[config.mk]
export PLATFORM = sky130hd
export DESIGN_NAME = pwm_capture
export DESIGN_NICKNAME = d
export VERILOG_FILES = /design/src/rtl/pwm_pkg.sv /design/src/rtl/pwm_sync_edge.sv /design/src/rtl/pwm_capture.sv
export SDC_FILE = /design/constraint.sdc
export NUM_CORES = 1
export LEC_CHECK = 0
export CAP_MARGIN = 20
export CORE_UTILIZATION = 35
export DETAILED_ROUTE_END_ITERATION = 16
export HOLD_SLACK_MARGIN = 0.03
export MAX_ROUTING_LAYER = met4
export SLEW_MARGIN = 25
export SYNTH_ARGS = -nofsm -noshare
export SYNTH_HDL_FRONTEND = slang
export SYNTH_SLANG_ARGS = --single-unit
[constraint.sdc]
create_clock -name clockdiv -period 5.01 [get_ports clockdiv]
set_clock_uncertainty 0.1 [all_clocks]
set_input_delay 1.503 -clock clockdiv [delete_from_list [all_inputs] [get_ports clockdiv]]
set_output_delay 1.503 -clock clockdiv [all_outputs]
set_load 0.005 [all_outputs]
[src/rtl/pwm_pkg.sv]
// Shared constants and FSM state type for the servo-PWM capture path.
// Imported by pwm_capture.
package pwm_pkg;

    localparam int unsigned DUTY_OFFSET = 64;
    localparam int unsigned DUTY_MAX    = 255;
    localparam int unsigned CNT_MAX     = 4095;

    typedef enum logic [1:0] {
        StIdle,
        StHigh,
        StLow
    } pwm_state_e;

endpackage

[src/rtl/pwm_sync_edge.sv]
// Three-flop synchronizer for an asynchronous input, with single-cycle rise/fall pulses
// derived from the last two synchronized stages.
module pwm_sync_edge (
    input  logic clockdiv,
    input  logic reset,
    input  logic sig_i,
    output logic rise_o,
    output logic fall_o
);

    logic s1_q, s2_q, s3_q;

    always_ff @(posedge clockdiv) begin
        if (!reset) begin
            s1_q <= 1'b0;
            s2_q <= 1'b0;
            s3_q <= 1'b0;
        end else begin
            s1_q <= sig_i;
            s2_q <= s1_q;
            s3_q <= s2_q;
        end
    end

    assign rise_o = s2_q & ~s3_q;
    assign fall_o = ~s2_q & s3_q;

endmodule

[src/rtl/pwm_capture.sv]
// Servo-PWM receiver: measures high time and rise-to-rise period of PWMIn and recovers the
// 8-bit duty (high time = DUTY_OFFSET + duty ticks), strobing latch once per complete period.
module pwm_capture #(
    parameter int unsigned DUTY_OFFSET = pwm_pkg::DUTY_OFFSET,
    parameter int unsigned CNT_W       = 12
) (
    input  logic             clockdiv,
    input  logic             reset,
    input  logic             PWMIn,
    input  logic [CNT_W-1:0] endcount,
    output logic [7:0]       duty,
    output logic [CNT_W-1:0] width,
    output logic [CNT_W-1:0] period,
    output logic             latch,
    output logic             range_err,
    output logic             period_err,
    output logic             timeout
);

    import pwm_pkg::*;

    localparam int unsigned DW = CNT_W + 1;
    localparam logic [CNT_W-1:0]  CntMax    = '1;
    localparam logic [CNT_W-1:0]  CntOne    = CNT_W'(1);
    localparam logic [CNT_W:0]    OffsetExt = DW'(DUTY_OFFSET);
    localparam logic signed [CNT_W:0] MaxExt = DW'(DUTY_MAX);

    logic rise, fall;

    pwm_sync_edge u_sync (
        .clockdiv (clockdiv),
        .reset    (reset),
        .sig_i    (PWMIn),
        .rise_o   (rise),
        .fall_o   (fall)
    );

    pwm_state_e       state_q, state_d;
    logic [CNT_W-1:0] hcnt_q, hcnt_d;
    logic [CNT_W-1:0] pcnt_q, pcnt_d;
    logic [CNT_W-1:0] width_r_q, width_r_d;
    logic [7:0]       duty_q, duty_d;
    logic [CNT_W-1:0] width_q, width_d;
    logic [CNT_W-1:0] period_q, period_d;
    logic             latch_q, latch_d;
    logic             range_err_q, range_err_d;
    logic             period_err_q, period_err_d;
    logic             timeout_q, timeout_d;

    logic [CNT_W-1:0]   hcnt_inc, pcnt_inc;
    logic               pcnt_sat;
    logic signed [CNT_W:0] diff;
    logic [7:0]         duty_calc;
    logic               range_calc;
    logic [CNT_W:0]     period_exp;
    logic               period_calc;

    // Counters saturate rather than wrap so a stuck line reads as a long, not short, pulse.
    assign hcnt_inc = (hcnt_q == CntMax) ? hcnt_q : hcnt_q + CntOne;
    assign pcnt_inc = (pcnt_q == CntMax) ? pcnt_q : pcnt_q + CntOne;
    assign pcnt_sat = (pcnt_q == CntMax);

    assign diff = $signed({1'b0, width_r_q}) - $signed(OffsetExt);

    always_comb begin
        duty_calc  = diff[7:0];
        range_calc = 1'b0;
        if (diff[CNT_W]) begin
            duty_calc  = 8'd0;
            range_calc = 1'b1;
        end else if (diff > MaxExt) begin
            duty_calc  = 8'd255;
            range_calc = 1'b1;
        end
    end

    // One extra bit so endcount = all-ones still yields a representable expected period.
    assign period_exp  = {1'b0, endcount} + DW'(1);
    assign period_calc = ({1'b0, pcnt_q} != period_exp);

    always_comb begin
        state_d      = state_q;
        hcnt_d       = hcnt_q;
        pcnt_d       = pcnt_q;
        width_r_d    = width_r_q;
        duty_d       = duty_q;
        width_d      = width_q;
        period_d     = period_q;
        latch_d      = 1'b0;
        range_err_d  = range_err_q;
        period_err_d = period_err_q;
        timeout_d    = timeout_q;

        unique case (state_q)
            StIdle: begin
                if (rise) begin
                    hcnt_d  = CntOne;
                    pcnt_d  = CntOne;
                    state_d = StHigh;
                end
            end
            StHigh: begin
                hcnt_d = hcnt_inc;
                pcnt_d = pcnt_inc;
                if (pcnt_sat) begin
                    timeout_d = 1'b1;
                    state_d   = StIdle;
                end else if (fall) begin
                    width_r_d = hcnt_q;
                    state_d   = StLow;
                end
            end
            StLow: begin
                pcnt_d = pcnt_inc;
                // A rise closes the period and takes priority over saturation.
                if (rise) begin
                    latch_d      = 1'b1;
                    width_d      = width_r_q;
                    period_d     = pcnt_q;
                    duty_d       = duty_calc;
                    range_err_d  = range_calc;
                    period_err_d = period_calc;
                    timeout_d    = 1'b0;
                    hcnt_d       = CntOne;
                    pcnt_d       = CntOne;
                    state_d      = StHigh;
                end else if (pcnt_sat) begin
                    timeout_d = 1'b1;
                    state_d   = StIdle;
                end
            end
            default: state_d = StIdle;
        endcase
    end

    always_ff @(posedge clockdiv) begin
        if (!reset) begin
            state_q      <= StIdle;
            hcnt_q       <= '0;
            pcnt_q       <= '0;
            width_r_q    <= '0;
            duty_q       <= '0;
            width_q      <= '0;
            period_q     <= '0;
            latch_q      <= 1'b0;
            range_err_q  <= 1'b0;
            period_err_q <= 1'b0;
            timeout_q    <= 1'b0;
        end else begin
            state_q      <= state_d;
            hcnt_q       <= hcnt_d;
            pcnt_q       <= pcnt_d;
            width_r_q    <= width_r_d;
            duty_q       <= duty_d;
            width_q      <= width_d;
            period_q     <= period_d;
            latch_q      <= latch_d;
            range_err_q  <= range_err_d;
            period_err_q <= period_err_d;
            timeout_q    <= timeout_d;
        end
    end

    assign duty       = duty_q;
    assign width      = width_q;
    assign period     = period_q;
    assign latch      = latch_q;
    assign range_err  = range_err_q;
    assign period_err = period_err_q;
    assign timeout    = timeout_q;

endmodule

Yosys cells after proc, flatten, opt, wreduce, memory -nomap -nowiden
Index checks and enable logic that the tools add are counted.

cells by class
  add/sub/neg operators = 4
  $lt $le $gt $ge = 1
  equal/unequal tests = 10
  multiplexer cells = 20
  bitwise gates (word level) = 5
  reduce and logical (&&, ||, !) cells = 11

operators with widths
  kind                     count
  $mux W12                 4
  $pmux W12 S3             1
  $add A12 B1 Y12 const B  2
  $eq A12 B12 Y1 const B   2
  $pmux W12 S2             1
  $mux W8                  2
  $add A12 B1 Y13 const B  1
  $gt A13 B9 Y1 const B    1
  $ne A12 B13 Y1           1
  $sub A12 B7 Y13 const B  1
  $mux W2                  5
  $reduce_and A3 Y1        3
  $ne A3 B3 Y1 const B     2
  $pmux W2 S3              1
  $reduce_and A2 Y1        3
  $mux W1                  5
  $ne A2 B2 Y1 const B     2
  $reduce_bool A2 Y1       2
  $not A1 Y1               3
  $reduce_bool A3 Y1       1
  $and A1 B1 Y1            2
  $eq A2 B1 Y1 const B     1
  $eq A2 B2 Y1 const B     1
  $logic_not A2 Y1         1
  other kinds (3)          3

word-level totals
  register bits = 77
  bits of input ports = 15
  logic and storage cells = 65

Logic depth before layout (Yosys ltp)
Gate-level depths: netlist (run 1).

  word-level depth = 5
  mapped depth = 7
  depth with buffers taken out = 7

Modules after synthesis
A second synthesis (run 1) with hierarchy kept.

unflattened totals
  cell total of the unflattened synthesis = 472
  area, all modules = 3888.7 µm²

modules (own cells, without submodules)
  module         instances  cells an instance  area each (µm²)
  pwm_capture    1          464                3797.4
  pwm_sync_edge  1          8                  91.3

Worst setup path after synthesis (run 1)
No wires, ideal clock.

  kind = input to register
  start = input port endcount[0]
  end = register period_err_q (netlist: period_err)
  setup time = 0.127 ns
  data arrival time = 2.664 ns
  data required time = 4.783 ns
  path slack = 2.119 ns
  stages on the path = 7
  buffers on the path = 1
  cell sequence = ha_1 -> buf_4 -> nand2_1 -> or4_1 -> a32o_1 -> nor4_2 -> a31oi_1

between the ends
  cells in the longest elaborated chain, start to end = 2

ends and longest elaborated chain
  element               RTL line            source
  from (decl)           pwm_capture.sv:10   input logic [CNT_W-1:0] endcount,
  $add A12 B1 Y13       pwm_capture.sv:78   assign period_exp = {1'b0, endcount} + DW'(1);
  $ne A12 B13 Y1        pwm_capture.sv:79   assign period_calc = ({1'b0, pcnt_q} != period_exp);
  to (signal assigned)  pwm_capture.sv:159  period_err_q <= period_err_d;
  to (decl)             pwm_capture.sv:47   logic period_err_q, period_err_d;

Every way passes these cells.
A chain may end at the register's enable or synchronous reset.

Worst setup path after layout (run 1)
Same ends and word-level chain as after synthesis.

==> results of run 1 <==
-- final cells by class --
class | instances | area (sq um)
clock buffer | 11 | 141
clock inverter | 5 | 35.0
fill | 1049 | 5850
inverter | 10 | 37.5
multi-input combinational | 342 | 2060
sequential | 77 | 1540
tap | 136 | 170
timing repair buffer | 54 | 531
-- power groups by stage --
| stage | Clock [mW] | Combinational [mW] | Sequential [mW] |
|---|---|---|---|
| after floorplan | 0 | 0.169 | 0.655 |
| after global placement | 0 | 0.212 | 0.669 |
| after detailed placement | 0 | 0.217 | 0.669 |
| after CTS | 0.434 | 0.219 | 0.655 |
| after global routing | 0.461 | 0.245 | 0.658 |
| final | 0.424 | 0.221 | 0.655 |
-- placed cells by master, fill, tap and decap left out, types with 14 or more instances in the layout --
master and instances:
nand2_1 77, dfxtp_1 77, clkdlybuf4s50_1 50, nor3_1 14, o21ai_0 20, nor2_1 36, mux2i_1 15, a21oi_1 40
nand3_1 16, xor2_1 15
-- layer usage --
| layer | track usage, % | up-vias | share of wire, % |
|---|---|---|---|
| li1 | - | 1678 | - |
| met4 | 7.24 | 0 | 1.6 |
| met5 | - | - | 0 |
| met3 | 2.78 | 10 | 4.7 |
| met2 | 26.0 | 73 | 44 |
| met1 | 22.5 | 1540 | 50 |
-- cell families after synthesis --
logic type,Yosys count,synth area share (%)
buf+inv,33,4.26
fa+ha+maj,9,2.99
compound gates,95,15.8
flops,77,41.0
xor+xnor,24,5.59
simple gates,199,26.4
mux,15,3.99
-- flip-flops by register name (all words and copies together), names as in the netlist --
| register | count |
|---|---|
| duty | 8 |
| timeout | 1 |
| width_r_q | 12 |
| state_q | 2 |
| period_err | 1 |
| hcnt_q | 12 |
| u_sync.s1_q | 1 |
| u_sync.s3_q | 1 |
| latch | 1 |
| pcnt_q | 12 |
| u_sync.s2_q | 1 |
| width | 12 |
| range_err | 1 |
| period | 12 |
-- worst paths after layout --
kind	startpoint	end	slack [ns]	depth (start not counted)
min	u_sync.s1_q$_SDFF_PN0_	u_sync.s2_q$_SDFF_PN0_	0.34	1
min reg2reg	u_sync.s1_q$_SDFF_PN0_	u_sync.s2_q$_SDFF_PN0_	0.34	1
max	endcount[0]	period_err$_SDFFE_PN0P_	1.59	7
max reg2reg	pcnt_q[0]$_SDFFE_PN0P_	width_r_q[2]$_SDFFE_PN0P_	2.43	5
-- critical path: stages --
cell and delay, ns:
clkdlybuf4s50_1 0.60, ha_1 0.38, nand2_1 0.13, or4_1 0.41, a32o_1 0.26, nor4_2 0.15, a31oi_1 0.11
-- through the flow --
step	area [sq um]	util (%)
floorplan	3760	-
global placement	4340	41.8
detailed placement	4340	41.8
CTS	4520	43.5
global route	4520	43.5
finish	4520	43.5
==> results.py, run 1 <==
metrics = {
    "routing": {
        "dr.pass1.iters": 4,
        "viasPerCell": 5.20,
        "drt-wirelength-per-cell_microns": 14.2,
        "ant_nets": 0,
        "drc": 0,
        "drt-total-wl_microns": 9020,
        "initialDrtViolationCount": 152,
        "via_count": 3301,
    },
    "logic_synthesis": {
        "synth_cells": 452,
        "seq_area_frac_synth_pct": 41.0,
        "syn_area_sq_um": 3760,
        "ys_top_cells_by_count": "77 x dfxtp_1, 77 x nand2_1, 40 x a21oi_1",
        "ys_ff_latch": 77,
        "yosysTopAreaCellShare_pct": 41.0,
        "ys_types": 55,
        "synth-main-ff-cell": "dfxtp_1",
        "ys_top_cells_by_area": "dfxtp_1 41%, nand2_1 7.7%, a21oi_1 5.3%, mux2i_1 4.0%, nor2_1 3.6%",
        "synthArstFlopShare_pct": 0,
        "synth.largest_area_cell": "dfxtp_1",
        "synth_edf_count": 0,
        "synth_nets": 476,
        "ys_warn_count": 0,
        "syn_avg_cell_area_sq_um": 8.32,
    },
    "clock_tree": {
        "cts_tree": "done",
        "clk_pin_slew_ns": 0.08,
        "cts_resized": 0,
        "clk_latency_ns": 0.35,
        "numCtsBuffers": 9,
        "cts.sinks": 77,
        "htreeDepth": 3,
        "cts_setup_buffers": 0,
        "cts.hold.buffers_added": 0,
        "clockBufferDepth": 2,
        "cts-root-buf": "clkbuf_8",
    },
    "critical_path": {
        "startpoint_type": "input port",
        "crit_path_end_kind": "flop",
        "crit_arrival_ns": 3.54,
        "worstSetupPathType": "in2reg",
        "required_ns": 5.13,
        "crit_fanout": 10,
    },
    "place": {
        "globalplace.congestion": 0.863,
        "pre_cts_ws_ns": 1.27,
        "dp.cells": 619,
        "port_buffers": 50,
        "dp_hpwl_microns": 6280,
    },
    "sta": {
        "rsz0062_at_grt": "false",
        "finalHoldViolCount": 0,
        "finalWorstSetupSlack_ns": 1.59,
        "finalHoldWorstSlack_ns": 0.344,
        "tns_ns": 0,
        "slew_viol_final": 0,
        "fin_crit_sh_pct": 68.2,
        "setup_viol": 0,
        "tightest_slew_ns": 0.931,
        "relSlewSlack_pct": 37.9,
        "post-route-min-period_ns": 3.42,
        "fmax_ghz": 0.293,
    },
    "hold_path": {
        "hp-class": "reg2reg",
    },
    "floorplan": {
        "die_area_sq_um": 11200,
        "core_area_sq_um": 10400,
        "rows": 37,
        "die_w_microns": 106,
        "die_y_microns": 106,
        "start_util_pct": 36.3,
        "num_io_pins": 51,
    },
    "status": {
        "status": "finished clean",
    },
    "pwr": {
        "vdd_drop_max_mv": 0.154,
        "swShare_pct": 30.7,
        "total_power_mw": 1.30,
        "clock_power_share_pct": 32.6,
        "pwr-share-seq_pct": 50.4,
        "p_leak_nw": 1.70,
        "power_frac_comb_pct": 17.0,
        "p_switching_mw": 0.399,
        "powerDensity_nw_per_um2": 288,
        "p_int_mw": 0.901,
    },
    "grt": {
        "grt.overflow.total": 0,
        "grt_max_degree": 40,
        "grt_pass1_wl_microns": 15000,
        "antenna_found_initial": 0,
        "grt_usage_pct": 17.1,
        "grt_pass1_vias": 3170,
    },
    "run": {
        "maxCapViolCount": 0,
    },
    "final_layout": {
        "diodes": 0,
        "drive_gt1_share_pct": 6.41,
        "nets": 518,
        "layout.cells.non_filler": 635,
        "syn_to_final_growth_pct": 20.1,
    },
}
Power figures use the tool's default switching activity.
==> inputs of run 2 (changes only) <==
==> constraint.sdc (replaced) <==
create_clock -name clockdiv -period 3.54 [get_ports clockdiv]
set_clock_uncertainty 0.1 [all_clocks]
set_input_delay 1.062 -clock clockdiv [delete_from_list [all_inputs] [get_ports clockdiv]]
set_output_delay 1.062 -clock clockdiv [all_outputs]
set_load 0.005 [all_outputs]
==> results.py, run 2 (same netlist as run 1, synthesis figures left out) <==
metrics = {
    "routing": {
        "drc": 0,
        "drt-total-wl_microns": 8900,
        "dr.pass1.iters": 4,
        "via_count": 3311,
        "drt-wirelength-per-cell_microns": 14.0,
        "ant_nets": 0,
        "initialDrtViolationCount": 199,
        "viasPerCell": 5.20,
    },
    "floorplan": {
        "die_y_microns": 106,
        "start_util_pct": 36.3,
        "rows": 37,
        "num_io_pins": 51,
        "core_area_sq_um": 10400,
        "die_w_microns": 106,
        "die_area_sq_um": 11200,
    },
    "place": {
        "placed_area_sq_um": 4360,
        "port_buffers": 50,
        "pre_cts_ws_ns": 0.239,
        "dp.cells": 622,
        "globalplace.congestion": 0.832,
        "dp_hpwl_microns": 6380,
    },
    "pwr": {
        "vdd_drop_max_mv": 0.182,
        "powerDensity_nw_per_um2": 405,
        "total_power_mw": 1.84,
        "p_leak_nw": 1.72,
    },
    "sta": {
        "relSlewSlack_pct": 42.0,
        "fmax_ghz": 0.338,
        "fin_crit_sh_pct": 83.6,
        "rsz0062_at_grt": "false",
        "setup_viol": 0,
        "post-route-min-period_ns": 2.96,
        "finalHoldWorstSlack_ns": 0.338,
        "tightest_slew_ns": 0.866,
        "tns_ns": 0,
        "finalWorstSetupSlack_ns": 0.581,
        "slew_viol_final": 0,
        "finalHoldViolCount": 0,
    },
    "clock_tree": {
        "cts.sinks": 77,
        "clk_latency_ns": 0.34,
        "clockBufferDepth": 2,
        "cts_tree": "done",
        "cts-root-buf": "clkbuf_8",
        "numCtsBuffers": 9,
        "htreeDepth": 3,
        "clk_pin_slew_ns": 0.07,
        "cts.hold.buffers_added": 0,
        "cts_setup_buffers": 0,
        "cts_resized": 0,
    },
    "critical_path": {
        "crit_arrival_ns": 3.08,
        "crit_path_end_kind": "flop",
        "required_ns": 3.66,
        "crit_fanout": 10,
        "startpoint_type": "input port",
        "reg2regPathDepth": 7,
        "worstSetupPathType": "in2reg",
    },
    "hold_path": {
        "hold_path_depth": 1,
        "hp-class": "reg2reg",
    },
    "status": {
        "status": "finished clean",
    },
    "grt": {
        "antenna_found_initial": 0,
        "grt_pass1_vias": 3128,
        "grt_max_degree": 28,
        "met3_usage_pct": 2.72,
        "grt_pass1_wl_microns": 14900,
        "gr-usage-met2_pct": 25.0,
        "grt_usage_pct": 17.1,
        "grt.overflow.total": 0,
        "busiest_layer": "met2",
        "use_met1_pct": 23.0,
    },
    "final_layout": {
        "syn_to_final_growth_pct": 20.7,
        "drive_gt1_share_pct": 6.79,
        "layout.cells.non_filler": 637,
        "nets": 521,
        "final_core_util_pct": 43.8,
        "diodes": 0,
        "layout_common_cells": "77 x nand2_1, 77 x dfxtp_1, 50 x clkdlybuf4s50_1, 40 x a21oi_1, 36 x nor2_1",
        "final_area_sq_um": 4540,
    },
    "run": {
        "maxCapViolCount": 0,
    },
}
run 2: cell types whose count changed in the layout (fill, tap and decap cells not counted):
cell,delta
buf_4,+3
clkbuf_8,+1
clkinv_2,-1
inv_6,-1
run 2: area by class of cell:
| type | instances | area [sq um] |
|---|---|---|
| fill | 1063 | 5830 |
| multi-input combinational | 342 | 2060 |
| sequential | 77 | 1540 |
| timing repair buffer | 57 | 553 |
| tap | 136 | 170 |
| clock buffer | 12 | 155 |
| inverter | 10 | 37.5 |
| clock inverter | 3 | 21.3 |
run 2: final timing paths:
check / startpoint / end / slack (ns)
setup reg to reg: state_q[1]$_SDFFE_PN0P_ / hcnt_q[3]$_SDFFE_PN0P_ / 1.20
setup / recovery: endcount[0] / period_err$_SDFFE_PN0P_ / 0.58
hold / removal: u_sync.s1_q$_SDFF_PN0_ / u_sync.s2_q$_SDFF_PN0_ / 0.34
hold reg to reg: u_sync.s1_q$_SDFF_PN0_ / u_sync.s2_q$_SDFF_PN0_ / 0.34
run 2: critical path, stage by stage:
cell and delay (ns):
clkdlybuf4s50_1 0.61, ha_1 0.39, nand2_1 0.10, or4_1 0.41, a32o_1 0.27, nor4_2 0.14
a31oi_1 0.11
run 2: where the power goes:
part	internal, mW	switching [mW]	leakage, nW	total (mW)
sequential	0.887	0.0391	0.621	0.926
clock	0.289	0.305	0.0884	0.594
combinational	0.121	0.196	1.01	0.317
total	1.30	0.540	1.72	1.84
run 2: per-layer routing:
metal  part of all wire (%)  wire (microns)
met3                    3.7             333
met5                      0               0
met1                     51            4550
met4                    2.0             179
met2                     43            3830
==> inputs of run 3 (changes only) <==
==> constraint.sdc (replaced) <==
create_clock -name clockdiv -period 2.8 [get_ports clockdiv]
set_clock_uncertainty 0.1 [all_clocks]
set_input_delay 0.84 -clock clockdiv [delete_from_list [all_inputs] [get_ports clockdiv]]
set_output_delay 0.84 -clock clockdiv [all_outputs]
set_load 0.005 [all_outputs]
==> results.py, run 3 (same netlist as run 1, synthesis figures left out) <==
metrics = {
    "status": {
        "status": "finished clean",
    },
    "routing": {
        "via_count": 3441,
        "drt-total-wl_microns": 9170,
        "viasPerCell": 5.26,
        "drt-wirelength-per-cell_microns": 14.0,
        "initialDrtViolationCount": 167,
        "drc": 0,
        "ant_nets": 0,
        "dr.pass1.iters": 4,
    },
    "floorplan": {
        "core_area_sq_um": 10400,
        "die_w_microns": 106,
        "die_y_microns": 106,
        "rows": 37,
        "die_area_sq_um": 11200,
        "num_io_pins": 51,
        "start_util_pct": 36.3,
    },
    "sta": {
        "rsz0062_at_grt": "false",
        "finalHoldViolCount": 0,
        "tightest_slew_ns": 0.602,
        "setup_viol": 0,
        "relSlewSlack_pct": 59.8,
        "fin_crit_sh_pct": 83.8,
        "fmax_ghz": 0.426,
        "tns_ns": 0,
        "slew_viol_final": 0,
        "post-route-min-period_ns": 2.35,
    },
    "run": {
        "maxCapViolCount": 0,
    },
    "clock_tree": {
        "htreeDepth": 3,
        "cts_tree": "done",
        "clockBufferDepth": 2,
        "cts.hold.buffers_added": 0,
        "cts-root-buf": "clkbuf_8",
        "cts_setup_buffers": 0,
        "numCtsBuffers": 9,
        "clk_pin_slew_ns": 0.08,
        "cts_resized": 0,
        "cts.sinks": 77,
        "clk_latency_ns": 0.36,
    },
    "critical_path": {
        "startpoint_type": "input port",
        "cp_cell_sequence": "clkdlybuf4s50_1, nand4_2, or4_1, a32o_1, nor4_2, a31oi_1",
        "reg2reg_setup_slack_ns": 0.52,
        "critPathSlowestCell": "clkdlybuf4s50_1",
        "critPathMaxStageDelay_ns": 0.49,
        "crit_arrival_ns": 2.48,
        "reg2regPathDepth": 6,
        "worstSetupPathType": "in2reg",
        "crit_fanout": 5,
        "crit_path_end_kind": "flop",
        "required_ns": 2.94,
    },
    "place": {
        "globalplace.congestion": 0.836,
        "dp_hpwl_microns": 6670,
        "port_buffers": 50,
        "placed_area_sq_um": 4480,
    },
    "grt": {
        "grt_max_degree": 28,
        "grt_usage_pct": 17.7,
        "antenna_found_initial": 0,
        "grt_pass1_vias": 3220,
        "grt.overflow.total": 0,
        "grt_pass1_wl_microns": 15400,
    },
    "final_layout": {
        "nFillCells": 1040,
        "multiInputGateArea_sq_um": 2060,
        "drive_gt1_share_pct": 10.0,
        "seqCellArea_sq_um": 1540,
        "diodes": 0,
        "layout_common_cells": "77 x nand2_1, 77 x dfxtp_1, 50 x clkdlybuf4s50_1, 40 x a21oi_1, 36 x nor2_1",
        "syn_to_final_growth_pct": 24.6,
        "nets": 537,
        "final_area_sq_um": 4690,
    },
    "pwr": {
        "powerDensity_nw_per_um2": 524,
        "p_leak_nw": 1.80,
        "pwr-share-seq_pct": 47.7,
        "vdd_drop_max_mv": 0.241,
        "power_frac_comb_pct": 17.4,
        "p_switching_mw": 0.743,
        "p_int_mw": 1.71,
        "swShare_pct": 30.3,
        "clock_power_share_pct": 34.9,
    },
    "hold_path": {
        "hold_path_depth": 1,
        "hp-class": "reg2reg",
    },
}
## run 3: final timing paths
path / start / to
setup reg to reg: state_q[0]$_SDFFE_PN0P_ / hcnt_q[6]$_SDFFE_PN0P_
setup / recovery: endcount[8] / period_err$_SDFFE_PN0P_
hold reg to reg: u_sync.s1_q$_SDFF_PN0_ / u_sync.s2_q$_SDFF_PN0_
hold / removal: u_sync.s1_q$_SDFF_PN0_ / u_sync.s2_q$_SDFF_PN0_
## run 3: final cells by class
| cell class | instances | share of cell area, % |
|---|---|---|
| clock buffers | 9 | 2.64 |
| well taps | 136 | 3.63 |
| multi-input cells | 342 | 43.9 |
| flip-flops and latches | 77 | 32.9 |
| inverters | 10 | 0.801 |
| clock inverters | 7 | 1.74 |
| repair buffers | 73 | 14.4 |
## run 3: critical path: cells and delay by family
family	cells	cell delay, ns
compound gates	2	0.37
simple gates	3	0.78
buf+inv	1	0.49
## run 3: stage by stage
step | hold slack, ns | power [mW] | cells | setup slack, ns | util [%]
CTS | 0.339 | 2.48 | 654 | 0.454 | 45.2
global placement | 0.315 | 1.61 | 638 | 0.102 | 43.2
detailed placement | 0.321 | 1.62 | 638 | 0.0612 | 43.2
global route | 0.377 | 2.58 | 654 | 0.264 | 45.2
floorplan | 0.312 | 1.47 | 452 | 0.572 | -
finish | 0.338 | 2.45 | 654 | 0.453 | 45.2
## run 3: power by group through the flow
stage	combinational [mW]	clock, mW	sequential (mW)
after floorplan	0.302	0	1.17
after global placement	0.412	0	1.20
after detailed placement	0.423	0	1.20
after CTS	0.424	0.885	1.17
after global routing	0.475	0.926	1.18
final	0.428	0.856	1.17
## run 3: routing by layer
metal	track usage, %	wire length (microns)	share of wire (%)
met1	23.4	4500	49
met2	26.8	4110	45
met3	3.59	462	5.0
met4	5.85	101	1.1
met5	-	0	0
